### config.mk
export PLATFORM = sky130hd
export DESIGN_NAME = encode8_3bits_arbiter
export DESIGN_NICKNAME = d
export VERILOG_FILES = /design/src/rtl/encode8_3bits_arbiter.sv
export SDC_FILE = /design/constraint.sdc
export NUM_CORES = 1
export LEC_CHECK = 0
export CORE_MARGIN = 2
export CORE_UTILIZATION = 46
export CTS_BUF_LIST = sky130_fd_sc_hd__clkbuf_4 sky130_fd_sc_hd__clkbuf_8 sky130_fd_sc_hd__clkbuf_16
export DETAILED_ROUTE_END_ITERATION = 8
export MAX_ROUTING_LAYER = met4
export PLACE_DENSITY_LB_ADDON = 0.12
export SLEW_MARGIN = 30
export SYNTH_ARGS = -nofsm -noshare
export SYNTH_HDL_FRONTEND = slang
export SYNTH_SLANG_ARGS = --single-unit
### constraint.sdc
create_clock -name Clock -period 3.9 [get_ports Clock]
set_clock_uncertainty 0.05 [all_clocks]
set_input_delay 0.78 -clock Clock [delete_from_list [all_inputs] [get_ports Clock]]
set_output_delay 0.78 -clock Clock [all_outputs]
set_load 0.02 [all_outputs]
### src/rtl/encode8_3bits_arbiter.sv
// encode8_3bits_arbiter
//   Round-robin arbiter plus 8-to-3 encoder for requester lines R0..R7.
//   One requester is granted at a time. The grant is published as a 3-bit
//   register code (W) and as a one-hot vector (Gnt). It is held until the
//   grantee raises Done or a watchdog of MAX_HOLD cycles expires. A watchdog
//   expiry sets the sticky Err flag.
//
// Parameters
//   MAX_HOLD : longest grant without Done, in cycles (1..255)
//
// Ports
//   Clock  in   rising-edge clock
//   Reset  in   asynchronous, active-high; clears all state
//   En     in   arbitration enable; new grants only while high
//   Req    in   [0:7] request lines, Req[i] = Ri requests
//   Done   in   grantee releases the grant (looked at only while granted)
//   W      out  [2:0] code of the granted requester; keeps last code when idle
//   Gnt    out  [0:7] one-hot grant, all zeros when no grant is active
//   Valid  out  grant active
//   Err    out  sticky watchdog-timeout flag
module encode8_3bits_arbiter #(
  parameter int MAX_HOLD = 16
) (
  input  logic       Clock,
  input  logic       Reset,
  input  logic       En,
  input  logic [0:7] Req,
  input  logic       Done,
  output logic [2:0] W,
  output logic [0:7] Gnt,
  output logic       Valid,
  output logic       Err
);

  typedef enum logic {
    IDLE  = 1'b0,
    GRANT = 1'b1
  } state_t;

  // Counter value at which the final permitted grant cycle is reached.
  localparam logic [7:0] HOLD_LAST = 8'(MAX_HOLD - 1);

  state_t     state, state_nxt;
  logic [2:0] last, last_nxt;
  logic [2:0] w_nxt;
  logic [0:7] gnt_nxt;
  logic [7:0] hold_cnt, hold_nxt;
  logic       err_nxt;

  logic [2:0] winner;
  logic [2:0] idx;
  logic       found;

  // Round-robin search: scan Last+1, Last+2, ... wrapping through 3-bit
  // addition. The eighth step lands on Last itself, so the previous grantee
  // is chosen only when nobody else is asking.
  always_comb begin
    winner = '0;
    idx    = '0;
    found  = 1'b0;
    for (int k = 1; k <= 8; k++) begin
      idx = last + 3'(k);
      if (!found && Req[idx]) begin
        found  = 1'b1;
        winner = idx;
      end
    end
  end

  always_comb begin
    state_nxt = state;
    w_nxt     = W;
    gnt_nxt   = Gnt;
    last_nxt  = last;
    hold_nxt  = hold_cnt;
    err_nxt   = Err;
    case (state)
      IDLE: begin
        if (En && found) begin
          state_nxt       = GRANT;
          w_nxt           = winner;
          gnt_nxt         = '0;
          gnt_nxt[winner] = 1'b1;
          hold_nxt        = '0;
        end
      end
      GRANT: begin
        // Req and En are deliberately ignored here: a grant ends only by
        // Done or by the watchdog. Done takes precedence, so a release on
        // the expiry cycle itself is not counted as a timeout.
        if (Done || (hold_cnt == HOLD_LAST)) begin
          state_nxt = IDLE;
          gnt_nxt   = '0;
          last_nxt  = W;
          hold_nxt  = '0;
          if (!Done) begin
            err_nxt = 1'b1;
          end
        end else begin
          hold_nxt = hold_cnt + 8'd1;
        end
      end
      default: begin
        state_nxt = IDLE;
        gnt_nxt   = '0;
      end
    endcase
  end

  always_ff @(posedge Clock or posedge Reset) begin
    if (Reset) begin
      state    <= IDLE;
      W        <= 3'b000;
      Gnt      <= '0;
      last     <= 3'b111;
      hold_cnt <= '0;
      Err      <= 1'b0;
    end else begin
      state    <= state_nxt;
      W        <= w_nxt;
      Gnt      <= gnt_nxt;
      last     <= last_nxt;
      hold_cnt <= hold_nxt;
      Err      <= err_nxt;
    end
  end

  assign Valid = (state == GRANT);

endmodule

==> flow_summary.html <==
<table>
<tr><th>Metric</th><th>Value</th></tr>
<tr><th colspan="2">Status</th></tr>
<tr><td>Run status</td><td>finished clean</td></tr>
<tr><th colspan="2">Finish</th></tr>
<tr><td>Commonest non-fill, non-tap cells in the layout</td><td>24 x sky130_fd_sc_hd__clkdlybuf4s50_1, 21 x sky130_fd_sc_hd__dfrtp_1, 19 x sky130_fd_sc_hd__nand2_1, 19 x sky130_fd_sc_hd__o21ai_0, 16 x sky130_fd_sc_hd__mux4_2</td></tr>
<tr><td>Utilization after layout</td><td>55.7%</td></tr>
<tr><td>Share of post-route cells with drive strength above 1</td><td>17.6%</td></tr>
<tr><td>Area delta synth-&gt;final</td><td>15.1%</td></tr>
<tr><td>Most frequent standard cell in the layout excluding fill and tap cells</td><td>sky130_fd_sc_hd__clkdlybuf4s50_1</td></tr>
<tr><td>ANT cells</td><td>0</td></tr>
<tr><td>Post-layout net count</td><td>254</td></tr>
<tr><td>Count of filler cells inserted in the layout</td><td>394</td></tr>
<tr><th colspan="2">Placed design</th></tr>
<tr><td>DP Wirelength</td><td>3730 um</td></tr>
<tr><td>Last weighted congestion value of the routability-driven placer</td><td>0.849</td></tr>
<tr><td>Quantity of I/O buffers inserted on ports</td><td>24</td></tr>
<tr><th colspan="2">STA</th></tr>
<tr><td>Top achievable clock speed</td><td>0.287 GHz</td></tr>
<tr><td>Worst Max-Slew Pin Slew</td><td>0.814 ns</td></tr>
<tr><td>Fin. Hold Viols</td><td>0</td></tr>
<tr><td>Final period utilization</td><td>89.3%</td></tr>
<tr><td>Final sum of negative setup slack</td><td>0 ns</td></tr>
<tr><td>Count of final max-slew check failures</td><td>0</td></tr>
<tr><td>Number of failing setup endpoints in the final timing report</td><td>0</td></tr>
<tr><td>Unrepaired setup endpoints after global routing</td><td>false</td></tr>
<tr><td>Hold slack</td><td>0.427 ns</td></tr>
<tr><td>Max-slew headroom</td><td>45.4%</td></tr>
<tr><td>Post-layout minimum cycle time</td><td>3.48 ns</td></tr>
<tr><th colspan="2">Critical path</th></tr>
<tr><td>Type of the worst setup path</td><td>flip-flop to flip-flop</td></tr>
<tr><td>Required @ worst endpoint</td><td>4.05 ns</td></tr>
<tr><td>R2r setup slk</td><td>0.42 ns</td></tr>
<tr><td>Arrival time at the worst endpoint</td><td>3.64 ns</td></tr>
<tr><td>Category of the worst setup path launch point</td><td>flip-flop</td></tr>
<tr><td>Largest fanout on the critical path</td><td>14</td></tr>
<tr><td>CP endpoint kind</td><td>flip-flop</td></tr>
<tr><th colspan="2">Floorplanning</th></tr>
<tr><td>DIE WIDTH</td><td>72.1 um</td></tr>
<tr><td>I/O pin total</td><td>25</td></tr>
<tr><td>Area of the core</td><td>0.00441 mm2</td></tr>
<tr><td>Cell Rows</td><td>24</td></tr>
<tr><td>Vertical die dimension</td><td>72.1 um</td></tr>
<tr><td>Area of the die</td><td>0.00520 mm2</td></tr>
<tr><td>Effective utilization at floorplan</td><td>48.4%</td></tr>
<tr><th colspan="2">Pwr</th></tr>
<tr><td>Largest vdd supply drop</td><td>0.471 mV</td></tr>
<tr><td>Portion of total power attributed to the clock network</td><td>7.0%</td></tr>
<tr><td>Net switching share of the total power</td><td>47.6%</td></tr>
<tr><td>Seq pwr share</td><td>18.0%</td></tr>
<tr><td>Combinational Power Share</td><td>75.0%</td></tr>
<tr><td>Ratio of total power to cell area</td><td>876 mW/mm2</td></tr>
<tr><td>Internal power component</td><td>1.13 mW</td></tr>
<tr><td>Leakage power</td><td>0.990 nW</td></tr>
<tr><td>Switching power of the nets</td><td>1.02 mW</td></tr>
<tr><td>Power, Total</td><td>2.15 mW</td></tr>
<tr><th colspan="2">Logic synthesis</th></tr>
<tr><td>Number of distinct library cells after synthesis</td><td>53</td></tr>
<tr><td>Sequential element share of the synthesized area</td><td>28.3%</td></tr>
<tr><td>Synth Warn #</td><td>0</td></tr>
<tr><td>Area of the mapped netlist</td><td>0.00214 mm2</td></tr>
<tr><td>Mapped Avg Cell Area</td><td>9.84 um2</td></tr>
<tr><td>Net count after synthesis</td><td>232</td></tr>
<tr><td>Synth Register Bits</td><td>24</td></tr>
<tr><td>Syn Inst Count</td><td>217</td></tr>
<tr><th colspan="2">GRT</th></tr>
<tr><td>Total Routing Usage GR</td><td>20.6%</td></tr>
<tr><td>Largest net degree at the start of global routing</td><td>25</td></tr>
<tr><td>Sum of overflow across all layers after global routing</td><td>0</td></tr>
<tr><td>Antenna violations before repair</td><td>0</td></tr>
<tr><td>Number of global-route vias before repair</td><td>1744</td></tr>
<tr><td>Global-route wire length before repair</td><td>8490 um</td></tr>
<tr><th colspan="2">CTS</th></tr>
<tr><td>Number of hold buffers added after CTS</td><td>0</td></tr>
<tr><td>Clk slew on worst S/H paths</td><td>0.08 ns</td></tr>
<tr><td>Sink count of the clock tree</td><td>24</td></tr>
<tr><td>Number of buffers inserted to repair setup after CTS</td><td>0</td></tr>
<tr><td>Clock latency reported for the late side of the worst-skew pair</td><td>0.26 ns</td></tr>
<tr><td>Clock root cell</td><td>sky130_fd_sc_hd__clkbuf_8</td></tr>
<tr><td>TritonCTS clock tree</td><td>yes</td></tr>
<tr><td>Clock buffers created by TritonCTS</td><td>3</td></tr>
<tr><td>H-tree levels</td><td>1</td></tr>
<tr><td>Number of gates given a new drive strength after cts</td><td>0</td></tr>
<tr><td>Worst-case clock buffer depth</td><td>2</td></tr>
<tr><th colspan="2">Detailed routing</th></tr>
<tr><td>Vias</td><td>1839</td></tr>
<tr><td>Violation count after the first detailed-routing iteration</td><td>162</td></tr>
<tr><td>Detailed-routing iteration count for the pre-antenna-repair pass</td><td>4</td></tr>
<tr><td>Residual antenna-violating net count after detailed routing</td><td>0</td></tr>
<tr><td>Post-DR vias/cell</td><td>6.34</td></tr>
<tr><td>Post-route DRC violation count</td><td>0</td></tr>
<tr><td>DR WL/cell</td><td>17.0 um</td></tr>
<tr><td>Wire length after detailed routing</td><td>4930 um</td></tr>
<tr><th colspan="2">Worst hold path</th></tr>
<tr><td>Worst min-delay path category</td><td>flip-flop to flip-flop</td></tr>
<tr><th colspan="2">Flow run</th></tr>
<tr><td>Reported max-cap violation count</td><td>0</td></tr>
</table>
stage by stage:
step | std cells | worst slack [ns] | area, um2
2_1_floorplan | 217 | 0.298 | 2140
6_report | 290 | 0.416 | 2460
3_3_place_gp | 286 | 0.316 | 2410
3_5_place_dp | 286 | 0.272 | 2410
4_1_cts | 290 | 0.431 | 2460
5_1_grt | 290 | 0.204 | 2460
worst paths after layout:
kind / from / endpoint / depth (start not counted)
max reg2reg: last[1] / Gnt[5] / 9
min reg2reg: Err / Err / 2
max in group asynchronous: Reset / Err / 2
min: Err / Err / 2
min in group asynchronous: Reset / W[1] / 2
max: last[1] / Gnt[5] / 9
cells in the mapped netlist, drive strengths merged:
master   instances  share of area, %
mux4            16                17
nand4            1              0.29
o41a             1              0.53
a211oi           3               1.1
and2             3               1.0
mux2             7               3.7
mux2i           12               5.6
o22ai            2              0.59
a2bb2oi          1              0.41
or2              2              0.59
buf              8               2.5
dfstp            3               3.7
a21boi           2               1.2
a211o            1              0.41
dfrtp           21                25
inv              9               1.6
nor3b            2              0.70
nor2            14               2.5
nor3             2              0.47
and3             5               1.5
xnor2            2              0.82
nand4b           1              0.41
o211ai           1              0.35
xor2             1              0.41
clkbuf           4              0.70
o21a             3               1.1
nand2           19               3.3
o2111ai          2              0.82
o211a            2              0.94
nand3            7               1.6
ha               3               1.8
a21oi            7               1.6
a22oi            2              0.94
o31a             1              0.41
a32oi            2              0.82
a32o             7               3.3
nor4             1              0.29
o31ai            7               2.5
nand2b           5               1.8
clkinv           1              0.18
o21ai           20               4.9
nor2b            3              0.88
a22o             1              0.41
flip-flops by register name (all words and copies together) (netlist names):
| signal | flops |
|---|---|
| Gnt | 8 |
| Valid | 1 |
| last | 3 |
| hold_cnt | 8 |
| Err | 1 |
| W | 3 |
cell type report:
type,count,area (um2),share of cell area (%)
Sequential cell,24,604,24.6
Multi-Input combinational cell,171,1430,58.0
Tap cell,52,65.1,2.65
Clock buffer,4,48.8,1.98
Inverter,10,37.5,1.53
Timing Repair Buffer,29,278,11.3
power groups by stage:
stage | registers, mW | logic [mW] | clock network, mW
3_3_place_gp | 0.392 | 1.61 | 0
6_report | 0.387 | 1.62 | 0.151
4_1_cts | 0.387 | 1.61 | 0.155
3_5_place_dp | 0.391 | 1.60 | 0
5_1_grt | 0.397 | 1.76 | 0.164
2_1_floorplan | 0.402 | 1.22 | 0
critical path, stage by stage, from the launching register on:
cell and delay [ns]:
sky130_fd_sc_hd__dfstp_2 0.53, sky130_fd_sc_hd__inv_1 0.08, sky130_fd_sc_hd__ha_1 0.68, sky130_fd_sc_hd__mux2i_1 0.21, sky130_fd_sc_hd__mux4_2 0.54, sky130_fd_sc_hd__a22oi_2 0.24
sky130_fd_sc_hd__o21ai_0 0.13, sky130_fd_sc_hd__a32o_1 0.27, sky130_fd_sc_hd__o21ai_0 0.43, sky130_fd_sc_hd__a32o_1 0.24
layer usage:
| metal | global-route usage [%] | wire, um | up-vias |
|---|---|---|---|
| met5 | - | 0 | - |
| met4 | 5.24 | 55 | 0 |
| met3 | 0.972 | 140 | 6 |
| met2 | 31.3 | 2340 | 40 |
| met1 | 30.6 | 2390 | 912 |
| li1 | - | - | 881 |
kinds of logic (layout without fill, tap and decap cells):
group | count (synthesis) | count (layout) | share of synthesized area (%)
adder cells (fa/ha/maj) | 3 | 3 | 1.76
multiplexers | 35 | 35 | 26.2
buffers and inverters | 22 | 43 | 4.98
AO/OA/AOI/OAI | 65 | 65 | 22.2
XOR/XNOR | 3 | 3 | 1.23
flip-flops | 24 | 24 | 28.3
AND/OR/NAND/NOR | 65 | 65 | 15.3
(Power assumes the default switching activity.)
